### src/rtl/router_pkg.sv
// Shared types and sizing constants for the router switch slice.
package router_pkg;

  localparam int unsigned NPORTS = 4;
  localparam int unsigned PORT_W = $clog2(NPORTS);
  localparam int unsigned DROP_W = 8;

  typedef struct packed {
    logic [3:0]  src;
    logic [3:0]  dest;
    logic [23:0] data;
  } pkt_t;

endpackage

### src/rtl/router_switch_core_if.sv
// Handshake bundle between the switch core and its per-port input/output buffers.
interface router_switch_core_if #(
  parameter int unsigned NPORTS = router_pkg::NPORTS,
  parameter int unsigned DROP_W = router_pkg::DROP_W
);
  import router_pkg::*;

  logic [NPORTS-1:0]       in_avail;
  pkt_t [NPORTS-1:0]       in_pkt;
  logic [NPORTS-1:0]       in_taken;
  logic [NPORTS-1:0]       out_empty;
  logic [NPORTS-1:0]       out_wr;
  logic [NPORTS-1:0]       out_fill;
  pkt_t [NPORTS-1:0]       out_pkt;
  logic [DROP_W-1:0]       drop_cnt;

  // Buffer side.
  modport master (
    output in_avail, in_pkt, out_empty,
    input  in_taken, out_wr, out_fill, out_pkt, drop_cnt
  );

  // Switch side.
  modport slave (
    input  in_avail, in_pkt, out_empty,
    output in_taken, out_wr, out_fill, out_pkt, drop_cnt
  );

endinterface

### src/rtl/router_switch_core_rr_arbiter.sv
// Combinational round-robin arbiter: one-hot grant to the first requester at or after ptr.
module rr_arbiter #(
  parameter int unsigned N = 4,
  parameter int unsigned W = 2
) (
  input  logic [N-1:0] req,
  input  logic [W-1:0] ptr,
  output logic [N-1:0] gnt
);

  logic         found;
  logic [W-1:0] idx;

  always_comb begin
    gnt   = '0;
    found = 1'b0;
    idx   = '0;
    for (int unsigned k = 0; k < N; k++) begin
      idx = W'((32'(ptr) + k) % N);
      if (!found && req[idx]) begin
        gnt[idx] = 1'b1;
        found    = 1'b1;
      end
    end
  end

endmodule

### src/rtl/router_switch_core.sv
// Router central switch: steers complete packets from input buffers to output buffers,
// round-robin per output, dropping packets whose destination is out of range.
module router_switch_core #(
  parameter int unsigned NPORTS = router_pkg::NPORTS,
  parameter int unsigned PORT_W = router_pkg::PORT_W,
  parameter int unsigned DROP_W = router_pkg::DROP_W
) (
  input  logic                 clk,
  input  logic                 rst_b,
  router_switch_core_if.slave  bus
);
  import router_pkg::*;

  logic [NPORTS-1:0] dest_ok;
  logic [NPORTS-1:0] drop;
  logic [NPORTS-1:0] req     [NPORTS];
  logic [NPORTS-1:0] arb_gnt [NPORTS];
  logic [NPORTS-1:0] gnt     [NPORTS];
  logic [PORT_W-1:0] ptr     [NPORTS];
  logic [PORT_W-1:0] win     [NPORTS];
  logic [NPORTS-1:0] take_nxt;
  logic [PORT_W:0]   drop_n;
  logic [DROP_W:0]   drop_sum;

  // The registered pulses double as locks until the buffers catch up a cycle later.
  always_comb begin
    dest_ok = '0;
    drop    = '0;
    for (int unsigned j = 0; j < NPORTS; j++) req[j] = '0;
    for (int unsigned i = 0; i < NPORTS; i++) begin
      dest_ok[i] = 32'(bus.in_pkt[i].dest) < NPORTS;
      drop[i]    = bus.in_avail[i] && !bus.in_taken[i] && !dest_ok[i];
      for (int unsigned j = 0; j < NPORTS; j++)
        req[j][i] = bus.in_avail[i] && !bus.in_taken[i] && dest_ok[i]
                    && (bus.in_pkt[i].dest[PORT_W-1:0] == PORT_W'(j));
    end
  end

  for (genvar j = 0; j < NPORTS; j++) begin : g_out
    rr_arbiter #(.N(NPORTS), .W(PORT_W)) u_arb (
      .req (req[j]),
      .ptr (ptr[j]),
      .gnt (arb_gnt[j])
    );
    assign gnt[j] = (bus.out_empty[j] && !bus.out_wr[j]) ? arb_gnt[j] : '0;
  end

  always_comb begin
    take_nxt = '0;
    drop_n   = '0;
    for (int unsigned j = 0; j < NPORTS; j++) begin
      win[j] = '0;
      for (int unsigned i = 0; i < NPORTS; i++) begin
        if (gnt[j][i]) begin
          win[j]      = PORT_W'(i);
          take_nxt[i] = 1'b1;
        end
      end
    end
    for (int unsigned i = 0; i < NPORTS; i++)
      if (drop[i]) drop_n = drop_n + 1'b1;
    take_nxt = take_nxt | drop;
    drop_sum = {1'b0, bus.drop_cnt} + (DROP_W+1)'(drop_n);
  end

  always_ff @(posedge clk or negedge rst_b) begin
    if (!rst_b) begin
      bus.in_taken <= '0;
      bus.out_wr   <= '0;
      bus.out_fill <= '0;
      bus.out_pkt  <= '0;
      bus.drop_cnt <= '0;
      for (int unsigned j = 0; j < NPORTS; j++) ptr[j] <= '0;
    end else begin
      bus.in_taken <= take_nxt;
      bus.drop_cnt <= drop_sum[DROP_W] ? '1 : drop_sum[DROP_W-1:0];
      for (int unsigned j = 0; j < NPORTS; j++) begin
        bus.out_wr[j]   <= |gnt[j];
        bus.out_fill[j] <= |gnt[j];
        if (|gnt[j]) begin
          bus.out_pkt[j] <= bus.in_pkt[win[j]];
          ptr[j]         <= (win[j] == PORT_W'(NPORTS-1)) ? '0 : win[j] + 1'b1;
        end
      end
    end
  end

endmodule

### src/flat_wrapper.sv
// flat-port wrapper written by rule: the top's interface ports become plain ports
module router_switch_core_flat import router_pkg::*;
#(
  parameter int unsigned NPORTS = router_pkg::NPORTS,
  parameter int unsigned PORT_W = router_pkg::PORT_W,
  parameter int unsigned DROP_W = router_pkg::DROP_W
)
  (clk, rst_b, bus_in_avail, bus_in_pkt, bus_out_empty, bus_in_taken, bus_out_wr, bus_out_fill, bus_out_pkt, bus_drop_cnt);
  router_switch_core_if #(.NPORTS(NPORTS), .DROP_W(DROP_W)) bus_i ();
  input  logic clk;
  input  logic rst_b;
  input wire logic [$bits(bus_i.in_avail)-1:0] bus_in_avail;
  input wire logic [$bits(bus_i.in_pkt)-1:0] bus_in_pkt;
  input wire logic [$bits(bus_i.out_empty)-1:0] bus_out_empty;
  output wire logic [$bits(bus_i.in_taken)-1:0] bus_in_taken;
  output wire logic [$bits(bus_i.out_wr)-1:0] bus_out_wr;
  output wire logic [$bits(bus_i.out_fill)-1:0] bus_out_fill;
  output wire logic [$bits(bus_i.out_pkt)-1:0] bus_out_pkt;
  output wire logic [$bits(bus_i.drop_cnt)-1:0] bus_drop_cnt;
  assign bus_i.in_avail = bus_in_avail;
  assign bus_i.in_pkt = bus_in_pkt;
  assign bus_i.out_empty = bus_out_empty;
  assign bus_in_taken = bus_i.in_taken;
  assign bus_out_wr = bus_i.out_wr;
  assign bus_out_fill = bus_i.out_fill;
  assign bus_out_pkt = bus_i.out_pkt;
  assign bus_drop_cnt = bus_i.drop_cnt;
  router_switch_core #(.NPORTS(NPORTS), .PORT_W(PORT_W), .DROP_W(DROP_W)) u_core (.clk(clk), .rst_b(rst_b), .bus(bus_i));
endmodule
### config.mk
export PLATFORM = sky130hd
export DESIGN_NAME = router_switch_core_flat
export DESIGN_NICKNAME = d
export VERILOG_FILES = /design/src/rtl/router_pkg.sv /design/src/rtl/router_switch_core_if.sv /design/src/rtl/router_switch_core_rr_arbiter.sv /design/src/rtl/router_switch_core.sv /design/src/flat_wrapper.sv
export SDC_FILE = /design/constraint.sdc
export NUM_CORES = 1
export LEC_CHECK = 0
export CORE_MARGIN = 5
export CORE_UTILIZATION = 40
export CTS_CLUSTER_SIZE = 12
export DETAILED_ROUTE_END_ITERATION = 7
export GPL_TIMING_DRIVEN = 1
export HOLD_SLACK_MARGIN = 0.06
export PLACE_DENSITY_LB_ADDON = 0.25
export SETUP_SLACK_MARGIN = 0.1
export SYNTH_ARGS = -nofsm -noshare
export SYNTH_HDL_FRONTEND = slang
export SYNTH_SLANG_ARGS = --single-unit
### constraint.sdc
create_clock -name clk -period 7 [get_ports clk]
set_input_delay 1.05 -clock clk [delete_from_list [all_inputs] [get_ports clk]]
set_output_delay 1.05 -clock clk [all_outputs]
set_load 0.01 [all_outputs]
==> impl_metrics.csv, run 1 <==
group,metric,value,unit
setup_path,path_cells,"clkdlybuf4s50_1, or4b_1, nor3_1, mux4_2, a31oi_1, nor4_1, a2bb2oi_2, and2_2, o31ai_1, o31ai_1",
sta,fmax,180,MHz
yosys,async_flop_share,1.00,
setup_path,start_kind,"primary input",
job,drv_cap,0,
power_and_ir_drop,p_seq_frac,0.281,
clocking,cts-buffers-inserted,17,
yosys,yosys.area_share.simple,0.233,
setup_path,cpPeakStageDelay,0.99,ns
setup_path,cp_slowest_cell,"and2_2",
yosys,ys_top_cells_by_area,"dfrtp_1, o31ai_1, nand2_1",
yosys,syn_area_per_cell,8.72,sq um
placed_design,io_buffers,285,
floorplanning,rows,63,
grt,overflow,0,
setup_path,rr_startpoint,"u_core.ptr[0]",
power_and_ir_drop,power_density,382,nW/um^2
layout,nets,1752,
sta,min_period,5.55,ns
routing,firstDrtPassIters,8,
clocking,clkTransAtPathRegs,0.08,ns
sta,tns,0,ns
grt,antenna_found_initial,3,
yosys,synth_top_area_frac,0.318,
sta,slew_headroom,0.103,
layout,syn_to_final_growth,32.0,%
routing,antenna_left,0,
yosys,synth-seq-cells,152,
hold_path,hold_class,"reg2reg",
yosys,synth_compound_area_frac,0.267,
setup_path,crit_type,"in2reg",
routing,post-route-drc-count,0,
grt,grtUsageTotal,0.313,
floorplanning,die_x,183,um
sta,slew_violations,0,
yosys,synth_flop_cell,"dfrtp_1",
clocking,cts_root_buf,"clkbuf_16",
setup_path,required,7.33,ns
power_and_ir_drop,intPower,3.46,mW
clocking,clkSinkCount,152,
yosys,synth.distinct_cells,78,
yosys,synth_top_family_by_area,"compound AO/OA/AOI/OAI gates",
placed_design,place_congestion,0.955,
floorplanning,start_util,0.404,
clocking,insertion_delay,0.44,ns
power_and_ir_drop,pwr-share-comb,0.547,
sta,holdWs,0.480,ns
routing,wl,54800,um
setup_path,critPathMostFrequentCell,"o31ai_1",
power_and_ir_drop,clkPwrFrac,0.172,
yosys,synth_warnings,0,
yosys,synth.net_count,1547,
setup_path,worst-path-max-fanout,33,
clocking,postCtsSetupBuffers,0,
routing,dr.first_iter.drc_count,1700,
clocking,cts-htree-levels,4,
yosys,netlist_area,11900,sq um
setup_path,rrSetupSlack,2.16,ns
routing,vias_per_cell,6.84,
yosys,yosys.area.top_type,"dfrtp_1",
yosys,synth_edf_count,0,
setup_path,critPathTopFamily,"simple AND/OR/NAND/NOR gates",
floorplanning,core,29600,sq um
run_status,status,"completed",
yosys,yosysSeqAreaShare,0.318,
yosys,synth_adder_area_share,0.0415,
sta,setup_viol,0,
setup_path,critical_path.endpoint_type,"flop",
layout,utilization,0.534,
setup_path,worst-path-buf-inv,1,
placed_design,placed_cells,1946,
power_and_ir_drop,ir_worst_vdd,0.193,mV
setup_path,setup.worst_path.start,"bus_in_pkt[59]",
power_and_ir_drop,sw_frac_of_total,0.426,
routing,vias,13500,
grt,grt_pass1_vias,13300,
clocking,ctsHoldBuffers,0,
floorplanning,io_pins,286,
sta,rsz0062_at_grt,"false",
yosys,netlist_instances,1370,
sta,post-route-period-util,0.793,
grt,grt_max_degree,100,
sta,hold_violations,0,
sta,fin_skew,0.0195,ns
floorplanning,dieArea,33400,sq um
hold_path,worstHoldStart,"u_core.bus.out_pkt[120]",
floorplanning,die_h,183,um
layout,fin_cells,1980,
routing,wl_per_cell,27.7,um
grt,grt_pass1_wl,82000,um
setup_path,cp.arrival,5.88,ns
clocking,cts_tree,"done",
power_and_ir_drop,p_sw,2.57,mW
clocking,clk_path_buf_depth,2,
placed_design,dp_hpwl,36200,um
yosys,synth_mux_area_frac,0.0794,
clocking,cts_resized,0,
layout,final_layout_size_suffix_gt1_frac,0.0970,
sta,worst_pin_slew,1.34,ns
yosys,synth_xor_area_frac,0.00367,
power_and_ir_drop,power.leakage,6.00,nW
-- stage by stage --
step | instance area [sq um] | setup slack (ns) | power [mW]
2_1_floorplan | 11900 | 2.67 | 3.37
3_3_place_gp | 15100 | 1.19 | 4.91
3_5_place_dp | 15100 | 1.17 | 4.93
4_1_cts | 15800 | 1.59 | 5.98
5_1_grt | 15800 | 1.37 | 6.32
6_report | 15800 | 1.45 | 6.03
-- per-layer routing --
metal	part of all wire	track usage	vias to the layer above
met5	0	0	-
met4	0.046	0.147	0
met3	0.12	0.0887	209
met2	0.45	0.481	1096
met1	0.39	0.411	6526
li1	-	-	5705
-- path summary, 6_finish.rpt --
path | end | cells past startpoint
max | u_core.bus.out_pkt[23] | 10
min | u_core.bus.out_pkt[120] | 2
max reg2reg | u_core.bus.out_pkt[104] | 11
min reg2reg | u_core.bus.out_pkt[120] | 2
max in group asynchronous | u_core.bus.out_pkt[91] | 2
min in group asynchronous | u_core.bus.out_pkt[126] | 1
-- cells in the mapped netlist, types with 20 or more instances --
| cell type | number |
|---|---|
| o31ai_1 | 122 |
| o22ai_1 | 68 |
| clkbuf_1 | 104 |
| ha_1 | 38 |
| a211oi_1 | 31 |
| nand2_1 | 138 |
| nand3_1 | 52 |
| nand4b_1 | 50 |
| and2_1 | 38 |
| nor2_1 | 81 |
| dfrtp_1 | 152 |
| a311oi_1 | 30 |
| nor3_1 | 29 |
| nor3b_1 | 30 |
| mux2_4 | 28 |
| inv_1 | 20 |
| o21ai_0 | 72 |
-- sequential cells by signal (all words and copies together) (netlist names) --
name	cells
u_core.bus.in_taken	4
u_core.bus.out_pkt	128
u_core.bus.drop_cnt	8
u_core.bus.out_wr	4
u_core.ptr	8
-- worst reg2reg max path, stage by stage, from the launching register on --
cell	delay [ns]
dfrtp_1	0.64
clkinv_1	0.42
ha_1	0.55
or2_2	0.34
o22ai_1	0.23
nor3_1	0.13
a221oi_1	0.51
a21oi_1	0.22
nor4_2	0.63
buf_4	0.69
a21oi_1	0.13
a22o_1	0.23
-- layout by cell type, fill, tap and decap left out, types with 11 or more instances in the layout --
master           count
a211oi_1            31
a21oi_1             18
a311oi_1            30
and2_1              36
and3_1              11
buf_4               36
clkbuf_16           17
clkdlybuf4s50_1    284
dfrtp_1            152
ha_1                38
inv_1               20
mux2_4              28
mux4_2              14
nand2_1            138
nand3_1             52
nand4b_1            50
nor2_1              79
nor2b_1             13
nor3_1              29
nor3b_1             30
o21ai_0             71
o22ai_1             68
o31ai_1            120
o32ai_1             16
o41ai_1             18
or3_1               11
-- kinds of logic after synthesis --
kind of cell / after synthesis
mux: 62
simple gates: 505
fa+ha+maj: 39
compound gates: 448
xor+xnor: 5
buf+inv: 159
flops: 152
-- layout make-up --
type                       instances  area (sq um)
fill                            2684         13800
multi-input combinational       1059          7610
sequential                       152          3800
timing repair buffer             322          3140
tap                              390           488
clock buffer                      18           429
clock inverter                    14           208
inverter                          23          86.3
antenna                            2          5.00
-- power groups by stage --
stage               combinational [mW]  sequential, mW  clock, mW
floorplan                         1.64            1.73          0
global placement                  3.21            1.70          0
detailed placement                3.25            1.68          0
CTS                               3.27            1.68       1.04
global route                      3.51            1.74       1.08
finish                            3.30            1.69       1.04
(Power assumes the default switching activity.)
==> inputs of run 2 (changes only) <==
==> constraint.sdc (replaced) <==
create_clock -name clk -period 5.75 [get_ports clk]
set_input_delay 0.8625 -clock clk [delete_from_list [all_inputs] [get_ports clk]]
set_output_delay 0.8625 -clock clk [all_outputs]
set_load 0.01 [all_outputs]
==> impl_metrics.csv, run 2 (synthesized netlist as in run 1, its figures left out) <==
group,metric,value,unit
sta,hold_violations,0,
clocking,ctsHoldBuffers,0,
layout,stdcell_area,16000,sq um
routing,wl_per_cell,26.8,um
floorplanning,dieArea,33400,sq um
power_and_ir_drop,power.leakage,6.16,nW
routing,antenna_left,0,
placed_design,placed_cells,1973,
sta,fin_skew,0.0248,ns
layout,mostFrequentLayoutCell,"clkdlybuf4s50_1",
setup_path,start_kind,"primary input",
setup_path,critPathTopFamily,"simple AND/OR/NAND/NOR gates",
grt,grt_pass1_vias,13600,
setup_path,critPathMostFrequentCell,"nor4_2",
sta,slew_violations,0,
placed_design,place_area,15400,sq um
layout,largest_reg_flops,128,
routing,dr.first_iter.drc_count,1925,
floorplanning,die_h,183,um
clocking,clkSinkCount,152,
placed_design,io_buffers,285,
run_status,status,"completed",
power_and_ir_drop,power_density,456,nW/um^2
grt,grtUsageTotal,0.310,
sta,slew_headroom,0.227,
setup_path,cp_slowest_cell,"or4b_1",
hold_path,hold_class,"reg2reg",
placed_design,dp_hpwl,36400,um
grt,overflow,0,
clocking,postCtsSetupBuffers,0,
routing,vias,13500,
routing,firstDrtPassIters,6,
job,drv_cap,0,
layout,final_layout_size_suffix_gt1_frac,0.112,
placed_design,dp_slack,0.540,ns
power_and_ir_drop,intPower,4.20,mW
sta,post-route-period-util,0.849,
layout,layout_common_cells,"clkdlybuf4s50_1, dfrtp_1, nand2_1, o31ai_1, nor2_1",
layout,reg_top3,"u_core.bus.out_pkt x128, u_core.bus.drop_cnt x8, u_core.ptr x8",
power_and_ir_drop,sw_frac_of_total,0.426,
sta,rsz0062_at_grt,"false",
clocking,cts-htree-levels,4,
floorplanning,die_x,183,um
power_and_ir_drop,pwr-share-comb,0.559,
floorplanning,io_pins,286,
layout,nets,1779,
sta,min_period,4.88,ns
sta,finalWorstSetupSlack,0.867,ns
grt,grt_pass1_wl,81500,um
placed_design,place_congestion,0.928,
hold_path,worstHoldStart,"u_core.bus.out_pkt[38]",
setup_path,cp.arrival,5.20,ns
hold_path,min_to,"u_core.bus.out_pkt[38]",
clocking,cts_resized,0,
sta,tns,0,ns
setup_path,required,6.07,ns
layout,syn_to_final_growth,34.3,%
sta,fmax,205,MHz
power_and_ir_drop,clkPwrFrac,0.162,
floorplanning,rows,63,
layout,fin_cells,2008,
power_and_ir_drop,p_sw,3.12,mW
setup_path,worst-path-buf-inv,3,
power_and_ir_drop,p_seq_frac,0.279,
clocking,cts_tree,"done",
setup_path,rrSetupSlack,1.47,ns
clocking,cts-buffers-inserted,17,
setup_path,rr_startpoint,"u_core.bus.in_taken[0]",
floorplanning,start_util,0.404,
layout,num-fill-cells,2726,
sta,worst_pin_slew,1.16,ns
clocking,clk_path_buf_depth,2,
setup_path,r2r-end,"u_core.bus.out_pkt[40]",
routing,vias_per_cell,6.74,
grt,antenna_found_initial,3,
setup_path,cpPeakStageDelay,0.81,ns
setup_path,crit_type,"in2reg",
setup_path,path_cells,"clkdlybuf4s50_1, or4b_1, or3_1, mux4_2, nor4_2, nand2_1, a41oi_4, buf_4, nor4_2, buf_12, o31ai_1",
setup_path,critical_path.endpoint_type,"flop",
routing,wl,53800,um
hold_path,holdPathStages,2,
grt,grt_max_degree,93,
floorplanning,core,29600,sq um
layout,utilization,0.543,
routing,post-route-drc-count,0,
setup_path,rr_worst_depth,10,
power_and_ir_drop,ir_worst_vdd,0.236,mV
sta,holdWs,0.480,ns
clocking,cts_root_buf,"clkbuf_16",
clocking,insertion_delay,0.45,ns
layout,top_register,"u_core.bus.out_pkt",
setup_path,worst-path-max-fanout,66,
clocking,clkTransAtPathRegs,0.07,ns
sta,setup_viol,0,
power_and_ir_drop,power.total,7.31,mW
==> run 2: layout make-up <==
cell class,count,area [sq um],area share
clock inverters,14,156,0.00975
repair buffers,349,3460,0.216
diodes,3,7.51,0.000468
flip-flops and latches,152,3800,0.237
multi-input cells,1059,7610,0.474
inverters,23,86.3,0.00538
well taps,390,488,0.0304
clock buffers,18,429,0.0268
==> run 2: power groups by stage <==
stage | Combinational [mW] | Clock (mW) | Sequential, mW
finish | 4.09 | 1.18 | 2.04
global route | 4.36 | 1.23 | 2.10
CTS | 4.05 | 1.18 | 2.03
detailed placement | 4.04 | 0 | 2.04
global placement | 3.98 | 0 | 2.05
floorplan | 1.99 | 0 | 2.11
==> run 2: worst max path at each step <==
stage / end / slack (ns) / cells after the start / start
6_report: u_core.bus.out_pkt[40] / 0.87 / 11 / bus_in_pkt[26]
5_1_grt: u_core.bus.out_pkt[40] / 0.72 / 11 / bus_in_pkt[26]
4_1_cts: u_core.bus.out_pkt[40] / 0.98 / 11 / bus_in_pkt[26]
3_5_place_dp: u_core.bus.out_pkt[53] / 0.54 / 11 / bus_in_pkt[26]
3_3_place_gp: u_core.bus.out_pkt[44] / 0.46 / 11 / bus_in_pkt[26]
2_1_floorplan: u_core.bus.out_pkt[64] / 1.61 / 13 / bus_in_pkt[91]
==> run 2: layer usage <==
| metal | global-route usage | routed length, um | vias to the layer above |
|---|---|---|---|
| met4 | 0.139 | 2260 | 2 |
| met2 | 0.473 | 24100 | 1030 |
| li1 | - | - | 5760 |
| met3 | 0.0777 | 6010 | 178 |
| met1 | 0.418 | 21400 | 6558 |
| met5 | 0 | 11 | - |
==> run 2: worst register-to-register path, cell delays in order, from the launching register on <==
cell and delay (ns):
dfrtp_1 0.45, or4b_1 0.79, or3_1 0.45, mux4_2 0.50, nor4_2 0.30, nand2_1 0.15
a41oi_4 0.23, buf_4 0.53, nor4_2 0.16, buf_12 0.27, o31ai_1 0.34
==> inputs of run 3 (changes only) <==
==> constraint.sdc (replaced) <==
create_clock -name clk -period 4.7 [get_ports clk]
set_input_delay 0.705 -clock clk [delete_from_list [all_inputs] [get_ports clk]]
set_output_delay 0.705 -clock clk [all_outputs]
set_load 0.01 [all_outputs]
==> impl_metrics.csv, run 3 (synthesized netlist as in run 1, its figures left out) <==
group,metric,value,unit
run_status,status,"completed",
sta,slew_violations,0,
setup_path,cp_slowest_cell,"clkdlybuf4s50_1",
grt,grtUsageTotal,0.304,
grt,grt_pass1_vias,13300,
setup_path,required,4.99,ns
routing,vias_per_cell,6.60,
setup_path,cp.arrival,4.45,ns
floorplanning,die_h,183,um
clocking,insertion_delay,0.44,ns
sta,hold_violations,0,
power_and_ir_drop,power.total,8.95,mW
routing,firstDrtPassIters,7,
layout,fin_cells,2045,
clocking,ctsHoldBuffers,0,
routing,antenna_left,0,
grt,grt_max_degree,89,
power_and_ir_drop,power.leakage,6.39,nW
setup_path,cpPeakStageDelay,0.49,ns
setup_path,worst-path-max-fanout,33,
layout,reg_top3,"u_core.bus.out_pkt x128, u_core.bus.drop_cnt x8, u_core.ptr x8",
layout,top_register,"u_core.bus.out_pkt",
setup_path,path_cells,"clkdlybuf4s50_1, buf_4, nor4b_2, buf_4, o211ai_1, mux4_2, or4b_1, a41oi_1, and3_1, buf_12, a211oi_1, o41ai_1",
sta,fin_skew,0.0281,ns
setup_path,critPathMostFrequentCell,"buf_4",
layout,final_layout_size_suffix_gt1_frac,0.134,
routing,dr.first_iter.drc_count,1644,
floorplanning,dieArea,33400,sq um
job,drv_cap,0,
routing,post-route-drc-count,0,
clocking,postCtsSetupBuffers,0,
sta,setup_viol,0,
routing,vias,13500,
sta,tns,0,ns
layout,nets,1820,
setup_path,critical_path.endpoint_type,"flop",
clocking,cts-buffers-inserted,17,
layout,antenna_cells,0,
floorplanning,start_util,0.404,
clocking,cts_resized,0,
setup_path,start_kind,"primary input",
clocking,cts-htree-levels,4,
layout,num-fill-cells,2673,
placed_design,io_buffers,285,
power_and_ir_drop,power_density,545,nW/um^2
placed_design,dp_hpwl,37000,um
clocking,cts_tree,"done",
sta,worst_pin_slew,0.998,ns
floorplanning,core,29600,sq um
floorplanning,io_pins,286,
sta,slew_headroom,0.333,
clocking,cts_root_buf,"clkbuf_16",
layout,largest_reg_flops,128,
sta,min_period,4.16,ns
layout,seq_area,3800,sq um
layout,layout_common_cells,"clkdlybuf4s50_1, dfrtp_1, nand2_1, o31ai_1, buf_4",
layout,syn_to_final_growth,37.6,%
routing,wl,53300,um
sta,fmax,241,MHz
placed_design,place_congestion,0.996,
sta,rsz0062_at_grt,"false",
clocking,clkSinkCount,152,
placed_design,placed_cells,2014,
grt,overflow,0,
floorplanning,die_x,183,um
sta,finalWorstSetupSlack,0.544,ns
clocking,clkTransAtPathRegs,0.07,ns
layout,multiInputGateArea,7610,sq um
floorplanning,rows,63,
setup_path,crit_type,"in2reg",
grt,grt_pass1_wl,80300,um
power_and_ir_drop,ir_worst_vdd,0.336,mV
placed_design,dp_slack,0.150,ns
hold_path,hold_class,"in2async",
clocking,clk_path_buf_depth,2,
sta,post-route-period-util,0.884,
routing,wl_per_cell,26.1,um
layout,mostFrequentLayoutCell,"clkdlybuf4s50_1",
grt,antenna_found_initial,3,
==> run 3: final cells by class <==
class,count,share of cell area
multi-input cells,1059,0.463
repair buffers,390,0.236
flip-flops and latches,152,0.232
well taps,390,0.0297
clock buffers,18,0.0267
clock inverters,13,0.00769
inverters,23,0.00525
==> run 3: stage by stage <==
stage | util | hold WS, ns | area (sq um)
floorplan | - | 0.409 | 11900
global placement | 0.537 | 0.453 | 15900
detailed placement | 0.537 | 0.465 | 15900
CTS | 0.556 | 0.393 | 16400
global route | 0.556 | 0.419 | 16400
finish | 0.556 | 0.368 | 16400
==> run 3: path summary, 6_finish.rpt <==
kind | start | end | slack, ns | cells past startpoint
max | bus_in_pkt[27] | u_core.bus.out_pkt[98] | 0.54 | 12
min in group clk | u_core.bus.out_pkt[112] | u_core.bus.out_pkt[112] | 0.48 | 2
max in group asynchronous | rst_b | u_core.bus.in_taken[2] | 3.23 | 2
max reg2reg | u_core.ptr[0] | u_core.bus.out_pkt[98] | 0.56 | 10
min reg2reg | u_core.bus.out_pkt[112] | u_core.bus.out_pkt[112] | 0.48 | 2
min | rst_b | u_core.bus.out_pkt[126] | 0.37 | 1
==> run 3: metal layers <==
metal / GRT usage / vias to the layer above / wire length (um)
met2: 0.468 / 1012 / 23900
met3: 0.0736 / 162 / 5880
met5: 0 / - / 25
met4: 0.131 / 4 / 2180
li1: - / 5839 / -
met1: 0.412 / 6485 / 21300
==> run 3: power by group <==
part | leakage, nW | internal [mW] | switching (mW) | total [mW]
clock network | 0.273 | 0.715 | 0.666 | 1.38
logic | 4.24 | 2.52 | 2.57 | 5.08
registers | 1.88 | 1.93 | 0.550 | 2.48
==> run 3: worst max-delay path, delay by kind of cell <==
| family | cells | cell delay, ns |
|---|---|---|
| buffers and inverters | 4 | 1.15 |
| AO/OA/AOI/OAI | 4 | 1.07 |
| AND/OR/NAND/NOR | 3 | 1.02 |
| multiplexers | 1 | 0.48 |
